### src/rtl/audio_sample_decimator_pkg.sv
// Shared encodings and widths for the audio sample decimator.
// Holds the FSM state encoding, sample/output widths and a timer sizing helper.
package audio_sample_decimator_pkg;

    localparam int SAMPLE_W = 16;
    localparam int OUT_W    = 8;
    localparam int DROP_W   = 8;

    typedef enum logic [1:0] {
        ST_IDLE    = 2'd0,
        ST_RUN     = 2'd1,
        ST_PULSE   = 2'd2,
        ST_HOLDOFF = 2'd3
    } state_e;

    // One shared down-counter serves both the pulse and holdoff windows; it
    // only ever holds values up to (window length - 1).
    function automatic int tmr_width(input int pulse_cycles, input int holdoff_cycles);
        int m;
        m = (pulse_cycles > holdoff_cycles) ? pulse_cycles : holdoff_cycles;
        return (m > 1) ? $clog2(m) : 1;
    endfunction

endpackage

### src/rtl/audio_sample_decimator_rise_edge_detect.sv
// Purpose: flags the first cycle a level input is seen high.
// Latency: rise is combinational from d against a one-cycle registered copy.
// Backpressure: none; the history flop updates every cycle regardless of consumers.
module rise_edge_detect (
    input  logic clk,
    input  logic reset,
    input  logic d,
    output logic rise
);

    logic d_prev_q;
    logic d_prev_d;

    always_comb begin
        d_prev_d = d;
    end

    always_ff @(posedge clk or posedge reset) begin
        if (reset) begin
            d_prev_q <= 1'b0;
        end else begin
            d_prev_q <= d_prev_d;
        end
    end

    assign rise = d & ~d_prev_q;

endmodule

### src/rtl/audio_sample_decimator.sv
// Purpose: averages blocks of 2**LOG2_DECIM samples and publishes the 8-bit mean with an interrupt pulse.
// Latency: outputs update the cycle after the edge that captures the block's last strobe rise.
// Backpressure: none upstream; blocks finishing while the pulse/holdoff window is open are counted as drops.
module audio_sample_decimator
    import audio_sample_decimator_pkg::*;
#(
    parameter int LOG2_DECIM     = 2,
    parameter int PULSE_CYCLES   = 4,
    parameter int HOLDOFF_CYCLES = 64
) (
    input  logic                clk,
    input  logic                reset,
    input  logic                enable,
    input  logic                sample_strobe,
    input  logic [SAMPLE_W-1:0] sample_in,
    output logic [OUT_W-1:0]    sample_out,
    output logic                interrupt_event,
    output logic [DROP_W-1:0]   dropped_count,
    output logic                busy
);

    localparam int ACC_W = SAMPLE_W + LOG2_DECIM;
    localparam int CNT_W = (LOG2_DECIM > 0) ? LOG2_DECIM : 1;
    localparam int TMR_W = tmr_width(PULSE_CYCLES, HOLDOFF_CYCLES);

    localparam logic [CNT_W-1:0] CNT_LAST    = CNT_W'((1 << LOG2_DECIM) - 1);
    localparam logic [TMR_W-1:0] PULSE_LOAD  = TMR_W'(PULSE_CYCLES - 1);
    localparam logic [TMR_W-1:0] HOLDOFF_LOAD = TMR_W'(HOLDOFF_CYCLES - 1);

    state_e                   state_q, state_d;
    logic signed [ACC_W-1:0]  acc_q, acc_d;
    logic [CNT_W-1:0]         cnt_q, cnt_d;
    logic [TMR_W-1:0]         tmr_q, tmr_d;
    logic [OUT_W-1:0]         out_q, out_d;
    logic                     irq_q, irq_d;
    logic [DROP_W-1:0]        drop_q, drop_d;
    logic                     busy_q, busy_d;

    logic                     stb_rise;
    logic signed [ACC_W-1:0]  sample_ext;
    logic signed [ACC_W-1:0]  sum_next;
    logic [OUT_W-1:0]         mean;
    logic                     take;
    logic                     blk_done;

    rise_edge_detect u_stb_edge (
        .clk   (clk),
        .reset (reset),
        .d     (sample_strobe),
        .rise  (stb_rise)
    );

    assign sample_ext = ACC_W'($signed(sample_in));
    assign sum_next   = acc_q + sample_ext;
    // Top 8 bits of the sum: arithmetic divide by 2**LOG2_DECIM, then drop 8 LSBs (floor).
    assign mean       = sum_next[SAMPLE_W-1+LOG2_DECIM -: OUT_W];

    always_comb begin
        state_d  = state_q;
        acc_d    = acc_q;
        cnt_d    = cnt_q;
        tmr_d    = tmr_q;
        out_d    = out_q;
        irq_d    = irq_q;
        drop_d   = drop_q;
        busy_d   = busy_q;
        take     = enable && (state_q != ST_IDLE) && stb_rise;
        blk_done = take && (cnt_q == CNT_LAST);

        if (take) begin
            if (blk_done) begin
                acc_d = '0;
                cnt_d = '0;
            end else begin
                acc_d = sum_next;
                cnt_d = cnt_q + CNT_W'(1);
            end
        end

        if (!enable) begin
            state_d = ST_IDLE;
            irq_d   = 1'b0;
            acc_d   = '0;
            cnt_d   = '0;
            tmr_d   = '0;
        end else begin
            unique case (state_q)
                ST_IDLE: begin
                    state_d = ST_RUN;
                end
                ST_RUN: begin
                    if (blk_done) begin
                        out_d   = mean;
                        irq_d   = 1'b1;
                        tmr_d   = PULSE_LOAD;
                        state_d = ST_PULSE;
                    end
                end
                ST_PULSE: begin
                    if (tmr_q == '0) begin
                        irq_d = 1'b0;
                        if (HOLDOFF_CYCLES == 0) begin
                            state_d = ST_RUN;
                        end else begin
                            tmr_d   = HOLDOFF_LOAD;
                            state_d = ST_HOLDOFF;
                        end
                    end else begin
                        tmr_d = tmr_q - TMR_W'(1);
                    end
                end
                ST_HOLDOFF: begin
                    if (tmr_q == '0) begin
                        state_d = ST_RUN;
                    end else begin
                        tmr_d = tmr_q - TMR_W'(1);
                    end
                end
                default: begin
                    state_d = ST_IDLE;
                end
            endcase

            // Only a block finishing in RUN is published; anything else is a drop.
            if (blk_done && (state_q != ST_RUN) && (drop_q != '1)) begin
                drop_d = drop_q + DROP_W'(1);
            end
        end

        busy_d = (state_d == ST_PULSE) || (state_d == ST_HOLDOFF);
    end

    always_ff @(posedge clk or posedge reset) begin
        if (reset) begin
            state_q <= ST_IDLE;
            acc_q   <= '0;
            cnt_q   <= '0;
            tmr_q   <= '0;
            out_q   <= '0;
            irq_q   <= 1'b0;
            drop_q  <= '0;
            busy_q  <= 1'b0;
        end else begin
            state_q <= state_d;
            acc_q   <= acc_d;
            cnt_q   <= cnt_d;
            tmr_q   <= tmr_d;
            out_q   <= out_d;
            irq_q   <= irq_d;
            drop_q  <= drop_d;
            busy_q  <= busy_d;
        end
    end

    assign sample_out      = out_q;
    assign interrupt_event = irq_q;
    assign dropped_count   = drop_q;
    assign busy            = busy_q;

endmodule

### config.mk
export PLATFORM = sky130hd
export DESIGN_NAME = audio_sample_decimator
export DESIGN_NICKNAME = d
export VERILOG_FILES = /design/src/rtl/audio_sample_decimator_pkg.sv /design/src/rtl/audio_sample_decimator_rise_edge_detect.sv /design/src/rtl/audio_sample_decimator.sv
export SDC_FILE = /design/constraint.sdc
export NUM_CORES = 1
export LEC_CHECK = 0
export BUFFER_PORTS_ARGS = -buffer_cell sky130_fd_sc_hd__buf_2
export CAP_MARGIN = 10
export CORE_ASPECT_RATIO = 0.5
export CORE_MARGIN = 2
export CORE_UTILIZATION = 52
export CTS_CLUSTER_SIZE = 10
export DETAILED_ROUTE_END_ITERATION = 7
export PLACE_DENSITY_LB_ADDON = 0.05
export SLEW_MARGIN = 20
export SYNTH_ARGS = -nofsm -noshare
export SYNTH_HDL_FRONTEND = slang
export SYNTH_SLANG_ARGS = --single-unit
### constraint.sdc
create_clock -name clk -period 2.5 [get_ports clk]
set_clock_uncertainty 0.15 [all_clocks]
set_input_delay 0.25 -clock clk [delete_from_list [all_inputs] [get_ports clk]]
set_output_delay 0.25 -clock clk [all_outputs]
set_load 0.05 [all_outputs]
==> flow_summary.yaml <==
clock_tree:
  htree_levels: 2
  clkLatencyLatePin_ns: 0.31
  cts_buffer_depth: 2
  cts_made_buffers: 5
  cts_tree: "done"
  clkSinkCount: 47
  cts-root-buf: "clkbuf_8"
  clk_pin_slew_ns: 0.09
final_layout:
  diodes: 0
  final_layout_size_suffix_gt1_frac: 0.244
  nets: 392
  fill_cells: 416
  final_util: 0.666
  design_area_mm2: 0.00337
  final_cells: 422
  area_growth_pct: 20.1
logic_synthesis:
  ys_warn_count: 0
  synth_area_per_cell_um2: 9.62
  netlist_instances: 292
  synth_fp_nets: 333
  synth_seq_cells: 47
  synth_top_area_cell: "dfrtp_1"
  async_flop_share: 1.00
  yosysTopAreaCellShare: 0.419
  synth_area_leaders: "dfrtp_1 42%, ha_1 8.9%, nand2_1 5.1%"
  ys.flop_type: "dfrtp_1"
  synth.yosys.seq_area_share: 0.419
  synth_cell_type_count: 51
  synth_common_cells: "47 x dfrtp_1, 38 x nand2_1, 27 x nor2_1"
  synth_edf_count: 0
  syn-cell-area_mm2: 0.00281
  yosysMostFrequentCell: "dfrtp_1"
placed_design:
  numPlacedInstances: 406
  numPortBuffers: 37
  place_area_mm2: 0.00316
  routabilityCongestion: 0.942
  dp_slack_ns: -0.0518
  dpl.hpwl_um: 4560
worst_setup_path:
  path_delay_family: "compound AO/OA/AOI/OAI gates"
  crit_chain: "ha_4 -> fa_2 -> a211oi_2 -> o21bai_1 -> a21oi_2 -> o31ai_2 -> a221oi_2 -> xnor2_1 -> mux2_2"
  path_buf_inv: 0
  critPathKind: "register to register"
  crit_path_top_delay_cell: "dfrtp_1"
  cp-startpoint: "acc_q[0]$_DFFE_PP0P_"
  required_ns: 2.55
  cp_data_arrival_time_ns: 2.53
  crit_fanout: 2
  critPathMaxStageDelay_ns: 0.42
  start_kind: "register"
  r2r_start: "acc_q[0]$_DFFE_PP0P_"
  worstSetupEndpointType: "register"
power:
  p_comb_frac: 0.172
  p_clk_frac: 0.325
  switching_power_mw: 0.471
  powerDensity_mw_per_mm2: 464
  power_frac_seq: 0.503
  p_int_mw: 1.09
  swShare: 0.301
  power.leakage_nw: 1.66
  total_power_mw: 1.57
  ir_drop_mv: 0.304
timing:
  setup_violations: 0
  finalHoldViolations: 0
  final.min_clock_period_ns: 2.49
  max_freq_ghz: 0.402
  tightest_slew_ns: 0.605
  relSlewSlack: 0.596
  drv_slew: 0
  fin_ws_ns: 0.0141
  fin_crit_sh: 0.994
  rsz0062_at_grt: "true"
drt:
  drtPass1Iterations: 4
  avgViaCountPerCell: 5.71
  wl_um: 6530
  wire_per_inst_um: 15.5
  final_antenna_net_count: 0
  drtIter0Drc: 104
  num_vias: 2409
  drc: 0
run:
  cap_violations: 0
global_route:
  antenna_found_initial: 0
  grt_pass1_vias: 2205
  grt_start_max_net_pins: 48
  grt.total_usage: 0.222
  grt_pass1_wl_um: 10500
  grt_overflow: 0
floorplan:
  die_w_um: 108
  placement_rows: 18
  die_y_um: 56.0
  floorplan.die_area_mm2: 0.00604
  start_util: 0.555
  pin_count: 38
  core_area_mm2: 0.00507
run_status:
  status: "complete, no violations"
worst_hold_path:
  hold_start: "enable"
  hold_class: "input pin to register"
==> layout by cell type (no fill, tap or decap), drive strengths merged, types with 5 or more instances in the layout <==
cell type  synthesis  final
o21ai             22     22
nand4              5      5
nand3              8      8
nor2              27     27
xor2               9      9
clkbuf             6      5
nand2             38     38
a21oi             19     19
ha                20     20
mux2               6      6
inv                9     11
dfrtp             47     47
a22o              10     10
buf                1     57
xnor2             16     16
==> stage by stage <==
stage	setup TNS (ns)	hold WS, ns
after floorplan	0	0.131
after global placement	0	0.238
after detailed placement	-0.0518	0.246
after CTS	0	0.0650
after global routing	-0.216	0.0727
final	0	0.0733
==> cell type report <==
class,count,area [um^2],area share
Clock buffer,5,68.8,0.0204
Clock inverter,3,27.5,0.00816
Inverter,9,33.8,0.0100
Multi-Input combinational cell,229,1630,0.482
Sequential cell,47,1180,0.349
Tap cell,70,87.6,0.0260
Timing Repair Buffer,59,355,0.105
==> power groups by stage <==
stage / clock (mW) / combinational [mW] / sequential, mW
floorplan: 0 / 0.175 / 0.801
global placement: 0 / 0.243 / 0.801
detailed placement: 0 / 0.248 / 0.801
CTS: 0.525 / 0.258 / 0.787
global route: 0.548 / 0.296 / 0.790
finish: 0.510 / 0.269 / 0.788
==> cell families after synthesis <==
family,after synthesis,synth area share
xor+xnor,25,0.0779
mux,6,0.0254
compound gates,85,0.216
buf+inv,16,0.0218
fa+ha+maj,21,0.0962
simple gates,92,0.144
flops,47,0.419
==> worst min-delay path: cells and delay by family <==
kind	cells	cell delay, ns
buffers and inverters	1	0.13
and+or+nand+nor	2	0.13
==> worst paths after layout <==
check,to,slack [ns],depth (start not counted)
worst max-delay path,sample_out[6]$_DFFE_PP0P_,0.01,9
worst min-delay path,interrupt_event$_DFFE_PP0P_,0.07,3
worst max register to register,sample_out[6]$_DFFE_PP0P_,0.01,9
worst min register to register,sample_out[2]$_DFFE_PP0P_,0.34,2
max in group asynchronous,acc_q[8]$_DFFE_PP0P_,1.31,4
min in group asynchronous,dropped_count[2]$_DFFE_PP0P_,0.48,4
==> flip-flops by register name (all words and copies together), names as in the netlist <==
name                 flops
dropped_count            8
busy                     1
state_q                  2
u_stb_edge.d_prev_q      1
tmr_q                    6
interrupt_event          1
sample_out               8
cnt_q                    2
acc_q                   18
==> metal layers <==
layer,part of all wire,track usage,up-vias
met4,0.0038,0.0385,0
met1,0.50,0.332,1171
met5,0,0,-
met2,0.45,0.334,61
met3,0.049,0.0504,5
li1,-,-,1172
==> timing repair <==
| action | in CTS | in global routing |
|---|---|---|
| pin swaps | 5 | 12 |
| endpoints found under the setup margin | 2 | 5 |
| gates resized for setup | 3 | 5 |
| setup buffers | 4 | 3 |
| hold buffers | 2 | 0 |
| gates cloned | 0 | 0 |
| endpoints found under the hold margin | 48 | 0 |
(Power assumes the default switching activity.)
